--- src/rtl/seg_scan_driver_if.sv ---
// Display-side bundle for seg_scan_driver: divider strobes, BCD digits, drive.
// master = time/divider source and display sink, slave = scan driver.
interface seg_scan_driver_if;
  logic       clk500Hz;
  logic       clk3Hz;
  logic       clk2s;
  logic       blink_min;
  logic       blink_hour;
  logic [3:0] hourTens;
  logic [3:0] hourOnes;
  logic [3:0] minTens;
  logic [3:0] minOnes;
  logic [3:0] an;
  logic [6:0] seg;
  logic       dp;

  modport master (
    output clk500Hz, clk3Hz, clk2s,
    output blink_min, blink_hour,
    output hourTens, hourOnes, minTens, minOnes,
    input  an, seg, dp
  );

  modport slave (
    input  clk500Hz, clk3Hz, clk2s,
    input  blink_min, blink_hour,
    input  hourTens, hourOnes, minTens, minOnes,
    output an, seg, dp
  );
endinterface

--- src/rtl/seg_scan_driver.sv ---
// 4-digit multiplexed 7-seg scan driver with anti-ghost blank gap.
// Optional LEADING_ZERO_BLANK_EN blanks a zero hour-tens digit.
module seg_scan_driver #(
  parameter int BLANK_CYCLES = 50,
  parameter int BLANK_W      = 12
) (
  input logic              clk5MHz,
  input logic              rst_n,
  seg_scan_driver_if.slave bus
);

  localparam logic [1:0] S_OFF   = 2'd0;
  localparam logic [1:0] S_BLANK = 2'd1;
  localparam logic [1:0] S_SHOW  = 2'd2;

  localparam logic [BLANK_W-1:0] LP_TERM =
    BLANK_W'(BLANK_CYCLES - 1);
  localparam logic [6:0] LP_OFF  = 7'h7F;
  localparam logic [6:0] LP_DASH = 7'b0111111;

  logic               r_s500_q;
  logic               r_s500_qq;
  logic               r_s3_q;
  logic               r_s2_q;
  logic [1:0]         r_state;
  logic [1:0]         r_idx;
  logic [BLANK_W-1:0] r_cnt;
  logic [15:0]        r_snap;
  logic [3:0]         r_an;
  logic [6:0]         r_seg;
  logic               r_dp;

  logic               w_tick;
  logic [1:0]         w_state_n;
  logic [1:0]         w_idx_n;
  logic [BLANK_W-1:0] w_cnt_n;
  logic [15:0]        w_snap_n;
  logic [15:0]        w_digits;
  logic [3:0]         w_dig;
  logic               w_blink;
  logic [3:0]         w_an_n;
  logic [6:0]         w_seg_n;
  logic               w_dp_n;

  assign w_tick   = r_s500_q & ~r_s500_qq;
  assign w_digits = {bus.hourTens, bus.hourOnes,
                     bus.minTens, bus.minOnes};

  function automatic logic [6:0] f_dec(input logic [3:0] d);
    logic [6:0] s;
    s = LP_DASH;
    case (d)
      4'd0: s = 7'b1000000;
      4'd1: s = 7'b1111001;
      4'd2: s = 7'b0100100;
      4'd3: s = 7'b0110000;
      4'd4: s = 7'b0011001;
      4'd5: s = 7'b0010010;
      4'd6: s = 7'b0000010;
      4'd7: s = 7'b1111000;
      4'd8: s = 7'b0000000;
      4'd9: s = 7'b0010000;
      default: s = LP_DASH;
    endcase
    return s;
  endfunction

  // A tick always restarts the gap; the frame snapshot is
  // taken only when the scan wraps back to digit 0.
  always_comb begin
    w_state_n = r_state;
    w_idx_n   = r_idx;
    w_cnt_n   = r_cnt;
    w_snap_n  = r_snap;
    unique case (1'b1)
      (r_state == S_OFF): begin
        if (w_tick) begin
          w_state_n = S_BLANK;
          w_idx_n   = 2'd0;
          w_cnt_n   = '0;
          w_snap_n  = w_digits;
        end
      end
      (r_state == S_BLANK),
      (r_state == S_SHOW): begin
        if (w_tick) begin
          w_state_n = S_BLANK;
          w_idx_n   = r_idx + 2'd1;
          w_cnt_n   = '0;
          if (r_idx == 2'd3)
            w_snap_n = w_digits;
        end else if (r_state == S_BLANK) begin
          if (r_cnt == LP_TERM)
            w_state_n = S_SHOW;
          else
            w_cnt_n = r_cnt + 1'b1;
        end
      end
      default: w_state_n = S_OFF;
    endcase
  end

  assign w_dig   = w_snap_n[{w_idx_n, 2'b00} +: 4];
  assign w_blink = ~r_s3_q &
    (w_idx_n[1] ? bus.blink_hour : bus.blink_min);

  always_comb begin
    w_an_n  = 4'hF;
    w_seg_n = LP_OFF;
    w_dp_n  = 1'b1;
    if (w_state_n == S_SHOW) begin
      w_an_n  = ~(4'b0001 << w_idx_n);
      w_seg_n = w_blink ? LP_OFF : f_dec(w_dig);
`ifdef LEADING_ZERO_BLANK_EN
      if (w_idx_n == 2'd3 && w_dig == 4'd0)
        w_seg_n = LP_OFF;
`endif
      w_dp_n  = ~(w_idx_n == 2'd2 && r_s2_q);
    end
  end

  always_ff @(posedge clk5MHz or negedge rst_n) begin
    if (!rst_n) begin
      r_s500_q  <= 1'b0;
      r_s500_qq <= 1'b0;
      r_s3_q    <= 1'b0;
      r_s2_q    <= 1'b0;
      r_state   <= S_OFF;
      r_idx     <= 2'd0;
      r_cnt     <= '0;
      r_snap    <= '0;
      r_an      <= 4'hF;
      r_seg     <= LP_OFF;
      r_dp      <= 1'b1;
    end else begin
      r_s500_q  <= bus.clk500Hz;
      r_s500_qq <= r_s500_q;
      r_s3_q    <= bus.clk3Hz;
      r_s2_q    <= bus.clk2s;
      r_state   <= w_state_n;
      r_idx     <= w_idx_n;
      r_cnt     <= w_cnt_n;
      r_snap    <= w_snap_n;
      r_an      <= w_an_n;
      r_seg     <= w_seg_n;
      r_dp      <= w_dp_n;
    end
  end

  assign bus.an  = r_an;
  assign bus.seg = r_seg;
  assign bus.dp  = r_dp;

endmodule
--- src/flat_wrapper.sv ---
// flat-port wrapper written by rule: the top's interface ports become plain ports
module seg_scan_driver_flat 
#(
  parameter int BLANK_CYCLES = 50,
  parameter int BLANK_W      = 12
)
  (clk5MHz, rst_n, bus_clk500Hz, bus_clk3Hz, bus_clk2s, bus_blink_min, bus_blink_hour, bus_hourTens, bus_hourOnes, bus_minTens, bus_minOnes, bus_an, bus_seg, bus_dp);
  seg_scan_driver_if bus_i ();
  input logic clk5MHz;
  input logic rst_n;
  input wire logic [$bits(bus_i.clk500Hz)-1:0] bus_clk500Hz;
  input wire logic [$bits(bus_i.clk3Hz)-1:0] bus_clk3Hz;
  input wire logic [$bits(bus_i.clk2s)-1:0] bus_clk2s;
  input wire logic [$bits(bus_i.blink_min)-1:0] bus_blink_min;
  input wire logic [$bits(bus_i.blink_hour)-1:0] bus_blink_hour;
  input wire logic [$bits(bus_i.hourTens)-1:0] bus_hourTens;
  input wire logic [$bits(bus_i.hourOnes)-1:0] bus_hourOnes;
  input wire logic [$bits(bus_i.minTens)-1:0] bus_minTens;
  input wire logic [$bits(bus_i.minOnes)-1:0] bus_minOnes;
  output wire logic [$bits(bus_i.an)-1:0] bus_an;
  output wire logic [$bits(bus_i.seg)-1:0] bus_seg;
  output wire logic [$bits(bus_i.dp)-1:0] bus_dp;
  assign bus_i.clk500Hz = bus_clk500Hz;
  assign bus_i.clk3Hz = bus_clk3Hz;
  assign bus_i.clk2s = bus_clk2s;
  assign bus_i.blink_min = bus_blink_min;
  assign bus_i.blink_hour = bus_blink_hour;
  assign bus_i.hourTens = bus_hourTens;
  assign bus_i.hourOnes = bus_hourOnes;
  assign bus_i.minTens = bus_minTens;
  assign bus_i.minOnes = bus_minOnes;
  assign bus_an = bus_i.an;
  assign bus_seg = bus_i.seg;
  assign bus_dp = bus_i.dp;
  seg_scan_driver #(.BLANK_CYCLES(BLANK_CYCLES), .BLANK_W(BLANK_W)) u_core (.clk5MHz(clk5MHz), .rst_n(rst_n), .bus(bus_i));
endmodule
--- config.mk ---
export PLATFORM = sky130hd
export DESIGN_NAME = seg_scan_driver_flat
export DESIGN_NICKNAME = d
export VERILOG_FILES = /design/src/rtl/seg_scan_driver_if.sv /design/src/rtl/seg_scan_driver.sv /design/src/flat_wrapper.sv
export SDC_FILE = /design/constraint.sdc
export NUM_CORES = 1
export LEC_CHECK = 0
export CORE_UTILIZATION = 48
export CTS_CLUSTER_SIZE = 30
export DETAILED_ROUTE_END_ITERATION = 7
export PLACE_DENSITY = 0.72
export SLEW_MARGIN = 20
export SYNTH_ARGS = -nofsm -noshare
export SYNTH_HDL_FRONTEND = slang
export SYNTH_SLANG_ARGS = --single-unit
--- constraint.sdc ---
create_clock -name clk5MHz -period 3.49 [get_ports clk5MHz]
set_input_delay 1.047 -clock clk5MHz [delete_from_list [all_inputs] [get_ports clk5MHz]]
set_output_delay 1.047 -clock clk5MHz [all_outputs]
set_load 0.005 [all_outputs]
==> reports/qor.yml, run 1 <==
grt_max_degree: 26
cp-end-kind: "flop"
slowest_stage: "dfrtp_1"
synth_area_sq_um: 2430
clock-root-buffer: "clkbuf_8"
drt_wl_total_microns: 4550
setup_viol: 0
die_w_microns: 73.2
place_inst: 318
synth_fp_nets: 255
stdcell_count: 326
slowest_delay_ns: 0.41
htreeDepth: 2
die-area_sq_um: 5360
boundaryPins: 35
drive_above_1_share_pct: 17.4
layout_common_cells: "36 x dfrtp_1, 33 x clkdlybuf4s50_1, 19 x nor2_1"
rows: 25
yosysTopAreaCell: "dfrtp_1"
fin_crit_sh_pct: 91.5
worst_hold_startpoint: "u_core.r_s500_q"
path_cells: "and2b_2 > inv_2 > ha_1 > nand2b_1 > a31oi_2 > o21bai_1 > o22ai_1 > a221o_1 > inv_1 > ha_1 > or2b_2 > a32oi_1"
path_common_cell: "ha_1"
synth_top_cell_area_share_pct: 37.0
die_y_microns: 73.2
final_util_pct: 61.3
track_usage_pct: 19.6
ys_seq_elements: 48
seq_area_frac_synth_pct: 50.0
period_needed_ns: 3.19
wire_per_inst_microns: 14.0
grt_pass1_wl_microns: 7810
ant_nets: 0
critPathTopFamily: "compound AO/OA/AOI/OAI gates"
drc_errors: 0
syn_inst: 218
num_antenna_cells: 0
r2r-start: "u_core.r_s500_q"
slew_headroom_pct: 63.5
post_cts_buffers: 0
finalHoldViolations: 0
ir_drop_mv: 0.377
vias: 1754
critPathRequiredTime_ns: 3.72
fin_worst_skew_ns: 0.00789
design.core.area_sq_um: 4790
cts_tree: "built"
leakage_nw: 1.30
hold_class: "reg2reg"
n_fill_cell: 408
cts_sinks: 48
drt_first_pass_iters: 4
grt-ovfl-total: 0
critPathArrivalTime_ns: 3.42
cts_resized: 0
insertion_delay_ns: 0.31
outcome: "completed"
slew_viol_final: 0
cp_max_fo: 9
startpoint_type: "flop"
max_freq_ghz: 0.313
grt_pass1_vias: 1608
place_congestion: 0.800
synth_ff_type: "dfrtp_1"
antenna_found_initial: 0
critPathBufInv: 2
clkTransAtPathRegs_ns: 0.08
maxCapViolations: 0
ys_warn_count: 0
critPathKind: "reg2reg"
yosys-top-cells-area: "dfrtp_1 37%, dfstp_2 13%, ha_1 7.2%"
rsz0062_at_grt: "no"
powerDensity_nw_per_um2: 683
ctsLongestPathBuffers: 2
startpoint: "u_core.r_s500_q"
tns_ns: 0
initialDrtViolationCount: 81
portBuffers: 34
start_util_pct: 50.8
worstMarginPinSlew_ns: 0.547
postSynthAreaPerCell_sq_um: 11.2
synthArstFlopShare_pct: 100
final_common_cell: "dfrtp_1"
area_delta_synth_final_pct: 20.6
ctsHoldBuffers: 0
viasPerCell: 5.38
hpwlAfterDp_microns: 3330
synth_edf_count: 0
cts-buffers-inserted: 5
synth_cell_types: 52
nNetsFinal: 295
[final timing paths]
check	to	slack [ns]	cells past startpoint
min in group asynchronous	u_core.r_cnt[3]	0.71	1
hold / removal	u_core.r_s500_qq	0.43	0
setup / recovery	u_core.bus.seg[2]	0.30	12
max in group asynchronous	u_core.r_s2_q	2.08	2
setup reg to reg	u_core.bus.seg[2]	0.30	12
hold reg to reg	u_core.r_s500_qq	0.43	0
[power by group]
group	leakage, nW	total [mW]	internal, mW	switching, mW
sequential	0.603	0.712	0.664	0.0480
clock	0.0422	0.319	0.141	0.179
combinational	0.653	0.973	0.410	0.564
[Yosys cell counts, types with 3 or more instances]
cell,n
dfrtp_1,36
nor2_1,19
inv_1,17
ha_1,14
a22o_1,12
dfstp_2,12
nand2_1,12
o21ai_0,8
mux2i_1,6
a21oi_1,5
a22oi_1,5
a32oi_1,5
nor3_1,5
mux2_2,4
xnor2_1,4
and2b_2,3
nand3_1,3
o22ai_1,3
xor2_1,3
[registers in the layout, indices dropped and copies added, names as in the netlist]
signal            count
u_core.bus.dp         1
u_core.bus.an         4
u_core.r_s3_q         1
u_core.r_state        2
u_core.bus.seg        7
u_core.r_idx          2
u_core.r_s500_q       1
u_core.r_s2_q         1
u_core.r_snap        16
u_core.r_s500_qq      1
u_core.r_cnt         12
[layer usage]
metal	wire [microns]	up-vias	GRT usage, %
li1	-	863	-
met1	2230	844	28.3
met2	2050	40	28.0
met3	183	7	4.70
met4	81	0	8.28
met5	0	-	0
[final cells by class]
cell class	instances	area (sq um)	area share, %
Tap cell	67	83.8	2.86
Sequential cell	48	1220	41.5
Multi-Input combinational cell	145	1110	37.8
Clock inverter	1	5.00	0.171
Inverter	19	71.3	2.43
Timing Repair Buffer	39	373	12.7
Clock buffer	7	76.3	2.60
[through the flow]
stage	setup slack (ns)	instance area (sq um)	power [mW]	hold slack, ns
finish	0.296	2930	2.00	0.426
global route	0.0877	2930	2.18	0.440
CTS	0.331	2930	2.01	0.429
detailed placement	0.354	2850	1.68	0.411
global placement	0.451	2850	1.66	0.397
floorplan	0.582	2430	1.44	0.367
[cell families (layout without fill, tap and decap cells)]
| kind of cell | after synthesis | after routing | synth area share (%) |
|---|---|---|---|
| compound gates | 52 | 52 | 17.4 |
| xor+xnor | 7 | 7 | 2.52 |
| fa+ha+maj | 14 | 14 | 7.20 |
| buf+inv | 25 | 66 | 4.42 |
| flops | 48 | 48 | 50.0 |
| mux | 10 | 10 | 4.32 |
| simple gates | 62 | 62 | 14.1 |
(Power assumes the default switching activity.)
==> inputs of run 2 (changes only) <==
--- a/config.mk
+++ b/config.mk
@@ -8,7 +8,8 @@
 export CORE_UTILIZATION = 48
 export CTS_CLUSTER_SIZE = 30
 export DETAILED_ROUTE_END_ITERATION = 7
-export PLACE_DENSITY = 0.72
+export DONT_BUFFER_PORTS = 1
+export PLACE_DENSITY = 0.68
 export SLEW_MARGIN = 20
 export SYNTH_ARGS = -nofsm -noshare
 export SYNTH_HDL_FRONTEND = slang
==> run 2 against run 1 <==
Routed wire length shrank 5.3%. Via count shrank 8.4%. Total power fell by 2.7%. Highest routed layer unchanged. Die area is the same. Count of clock-buffer cells in the layout is 2 lower. Sequential power barely moved. Flip-flop and latch count did not move. Critical path depth unchanged. Clock skew shrank 0.0015 ns. Largest cell class unchanged. Clock power increased by 6.6%.
==> reports/qor.yml, run 2 (synthesis gave the netlist of run 1 again) <==
critPathRequiredTime_ns: 3.72  # about the same
leakage_nw: 1.16  # -11%
ir_drop_mv: 0.418  # +11%
htreeDepth: 2  # unchanged
drt_first_pass_iters: 4  # unchanged
cp-end-kind: "flop"
rsz0062_at_grt: "no"
r2r_end: "u_core.bus.seg[2]"
grt_max_degree: 49  # +88%
place_inst: 283  # -11%
antenna_found_initial: 0  # unchanged
clock-root-buffer: "clkbuf_8"
path_cells: "and2b_2 > inv_2 > ha_1 > nand2b_1 > a31oi_2 > o21bai_1 > o22ai_1 > a221o_1 > inv_1 > ha_1 > or2b_2 > a32oi_1"
slew_headroom_pct: 61.3  # -2.2 points
cts-buffers-inserted: 5  # unchanged
hpwlAfterDp_microns: 3100  # -6.9%
nNetsFinal: 260  # -12%
grt_pass1_wl_microns: 7260  # -7.1%
n_fill_cell: 415  # +1.7%
grt_pass1_vias: 1528  # -5.0%
die_y_microns: 73.2  # unchanged
critPathKind: "reg2reg"
fin_crit_sh_pct: 90.7  # -0.84 points
portBuffers: 0  # -100%
r2r-start: "u_core.r_s500_q"
switching_share_pct: 39.3  # -0.086 points
startpoint: "u_core.r_s500_q"
max_freq_ghz: 0.316  # +0.92%
cts_resized: 0  # unchanged
holdWs_ns: 0.419  # -0.00646 ns
internal_power_mw: 1.18  # -2.5%
slowest_delay_ns: 0.41  # about the same
tns_ns: 0  # unchanged
area_delta_synth_final_pct: 6.94
worstMarginPinSlew_ns: 0.581  # +0.0338 ns
power_frac_seq_pct: 36.4  # +0.9 points
ant_nets: 0  # unchanged
cp_max_fo: 9  # unchanged
start_util_pct: 50.8  # unchanged
largest_reg_flops: 16  # unchanged
dp_slack_ns: 0.326  # -0.0288 ns
p_clk_share_pct: 17.4  # +1.5 points
drc_errors: 0  # unchanged
period_needed_ns: 3.17  # -0.0292 ns
setup_viol: 0  # unchanged
place_congestion: 0.798  # -0.30%
largest_register: "u_core.r_snap"
die_w_microns: 73.2  # unchanged
grt-ovfl-total: 0  # unchanged
rows: 25  # unchanged
drive_above_1_share_pct: 20.1  # +2.7 points
slowest_stage: "dfrtp_1"
design.core.area_sq_um: 4790  # unchanged
fin_worst_skew_ns: 0.00642  # -0.00146 ns
num_antenna_cells: 0  # unchanged
clkTransAtPathRegs_ns: 0.09  # about the same
startpoint_type: "flop"
cts_tree: "built"
slew_viol_final: 0  # unchanged
finalWorstSetupSlack_ns: 0.325  # +0.0292 ns
powerDensity_nw_per_um2: 750  # +9.8%
initialDrtViolationCount: 69  # -15%
insertion_delay_ns: 0.30  # about the same
die-area_sq_um: 5360  # unchanged
path_common_cell: "ha_1"
wire_per_inst_microns: 14.8  # +6.1%
hold_class: "in2async"
drt_wl_total_microns: 4310  # -5.3%
ctsLongestPathBuffers: 2  # unchanged
track_usage_pct: 18.2  # -1.4 points
final_util_pct: 54.4  # -7.0 points
p_comb_share_pct: 46.2  # -2.4 points
p_sw_mw: 0.767  # -2.9%
viasPerCell: 5.52  # +2.6%
finalHoldViolations: 0  # unchanged
maxCapViolations: 0  # unchanged
cts_sinks: 48  # unchanged
stdcell_count: 291  # -11%
r2r_setup_slack_ns: 0.32  # +0.03 ns
outcome: "completed"
boundaryPins: 35  # unchanged
layout_common_cells: "36 x dfrtp_1, 19 x nor2_1, 17 x inv_1"
cp-endpoint: "u_core.bus.seg[2]"
r2r_cells: 12  # unchanged
critPathArrivalTime_ns: 3.39  # -0.03 ns
vias: 1607  # -8.4%
ctsHoldBuffers: 0  # unchanged
final_common_cell: "dfrtp_1"
post_cts_buffers: 0  # unchanged
==> run 2: changes by cell type in the layout (fill, tap and decap cells not counted) <==
| cell | before | now |
|---|---|---|
| clkdlybuf4s50_1 | 33 | 0 |
| clkbuf_1 | 2 | 0 |
| buf_2 | 1 | 0 |
| buf_4 | 5 | 4 |
| clkinv_4 | 0 | 1 |
| inv_6 | 0 | 1 |
==> run 2: how the worst min path moves through the flow <==
| stage | slack, ns | to |
|---|---|---|
| 2_1_floorplan | 0.37 | u_core.bus.dp |
| 3_3_place_gp | 0.40 | u_core.r_s500_qq |
| 3_5_place_dp | 0.41 | u_core.r_s500_qq |
| 4_1_cts | 0.41 | u_core.r_cnt[11] |
| 5_1_grt | 0.40 | u_core.r_cnt[3] |
| 6_report | 0.42 | u_core.r_idx[1] |
==> run 2: cell type report <==
class,instances,area (sq um),share of cell area [%]
sequential,48,1220,46.8
multi-input combinational,145,1110,42.6
clock buffer,5,68.8,2.65
timing repair buffer,4,30.0,1.15
inverter,19,71.3,2.74
tap,67,83.8,3.22
clock inverter,3,22.5,0.866
==> run 2: per-stage QoR <==
step / cell area [sq um] / power [mW]
2_1_floorplan: 2430 / 1.44
3_3_place_gp: 2510 / 1.61
3_5_place_dp: 2510 / 1.61
4_1_cts: 2600 / 1.96
5_1_grt: 2600 / 2.10
6_report: 2600 / 1.95
==> run 2: metal layers <==
layer / GRT usage, % / share of wire [%] / vias to the layer above
met5: 0 / 0 / -
met4: 7.84 / 1.3 / 0
met3: 5.11 / 4.6 / 5
met2: 25.3 / 41 / 39
met1: 26.2 / 53 / 775
li1: - / - / 788
==> run 2: worst max-delay path: cells and delay by family (launching register included) <==
| family | cells | cell delay (ns) |
|---|---|---|
| compound gates | 5 | 1.27 |
| simple gates | 3 | 0.67 |
| fa+ha+maj | 2 | 0.42 |
| buf+inv | 2 | 0.32 |
| flops | 1 | 0.41 |
==> run 2: power groups by stage <==
stage / logic (mW) / clock network [mW] / registers, mW
after floorplan: 0.728 / 0 / 0.708
after global placement: 0.889 / 0 / 0.718
after detailed placement: 0.895 / 0 / 0.717
after CTS: 0.900 / 0.353 / 0.709
after global routing: 1.00 / 0.381 / 0.721
final: 0.901 / 0.340 / 0.710
==> inputs of run 3 (changes only) <==
--- a/config.mk
+++ b/config.mk
@@ -5,12 +5,13 @@
 export SDC_FILE = /design/constraint.sdc
 export NUM_CORES = 1
 export LEC_CHECK = 0
+export CAP_MARGIN = 20
 export CORE_UTILIZATION = 48
 export CTS_CLUSTER_SIZE = 30
 export DETAILED_ROUTE_END_ITERATION = 7
 export DONT_BUFFER_PORTS = 1
 export PLACE_DENSITY = 0.68
-export SLEW_MARGIN = 20
 export SYNTH_ARGS = -nofsm -noshare
 export SYNTH_HDL_FRONTEND = slang
 export SYNTH_SLANG_ARGS = --single-unit
+export TNS_END_PERCENT = 30
==> results of run 3 <==
No change in the layout: final DEF, timing and power equal those of run 2.
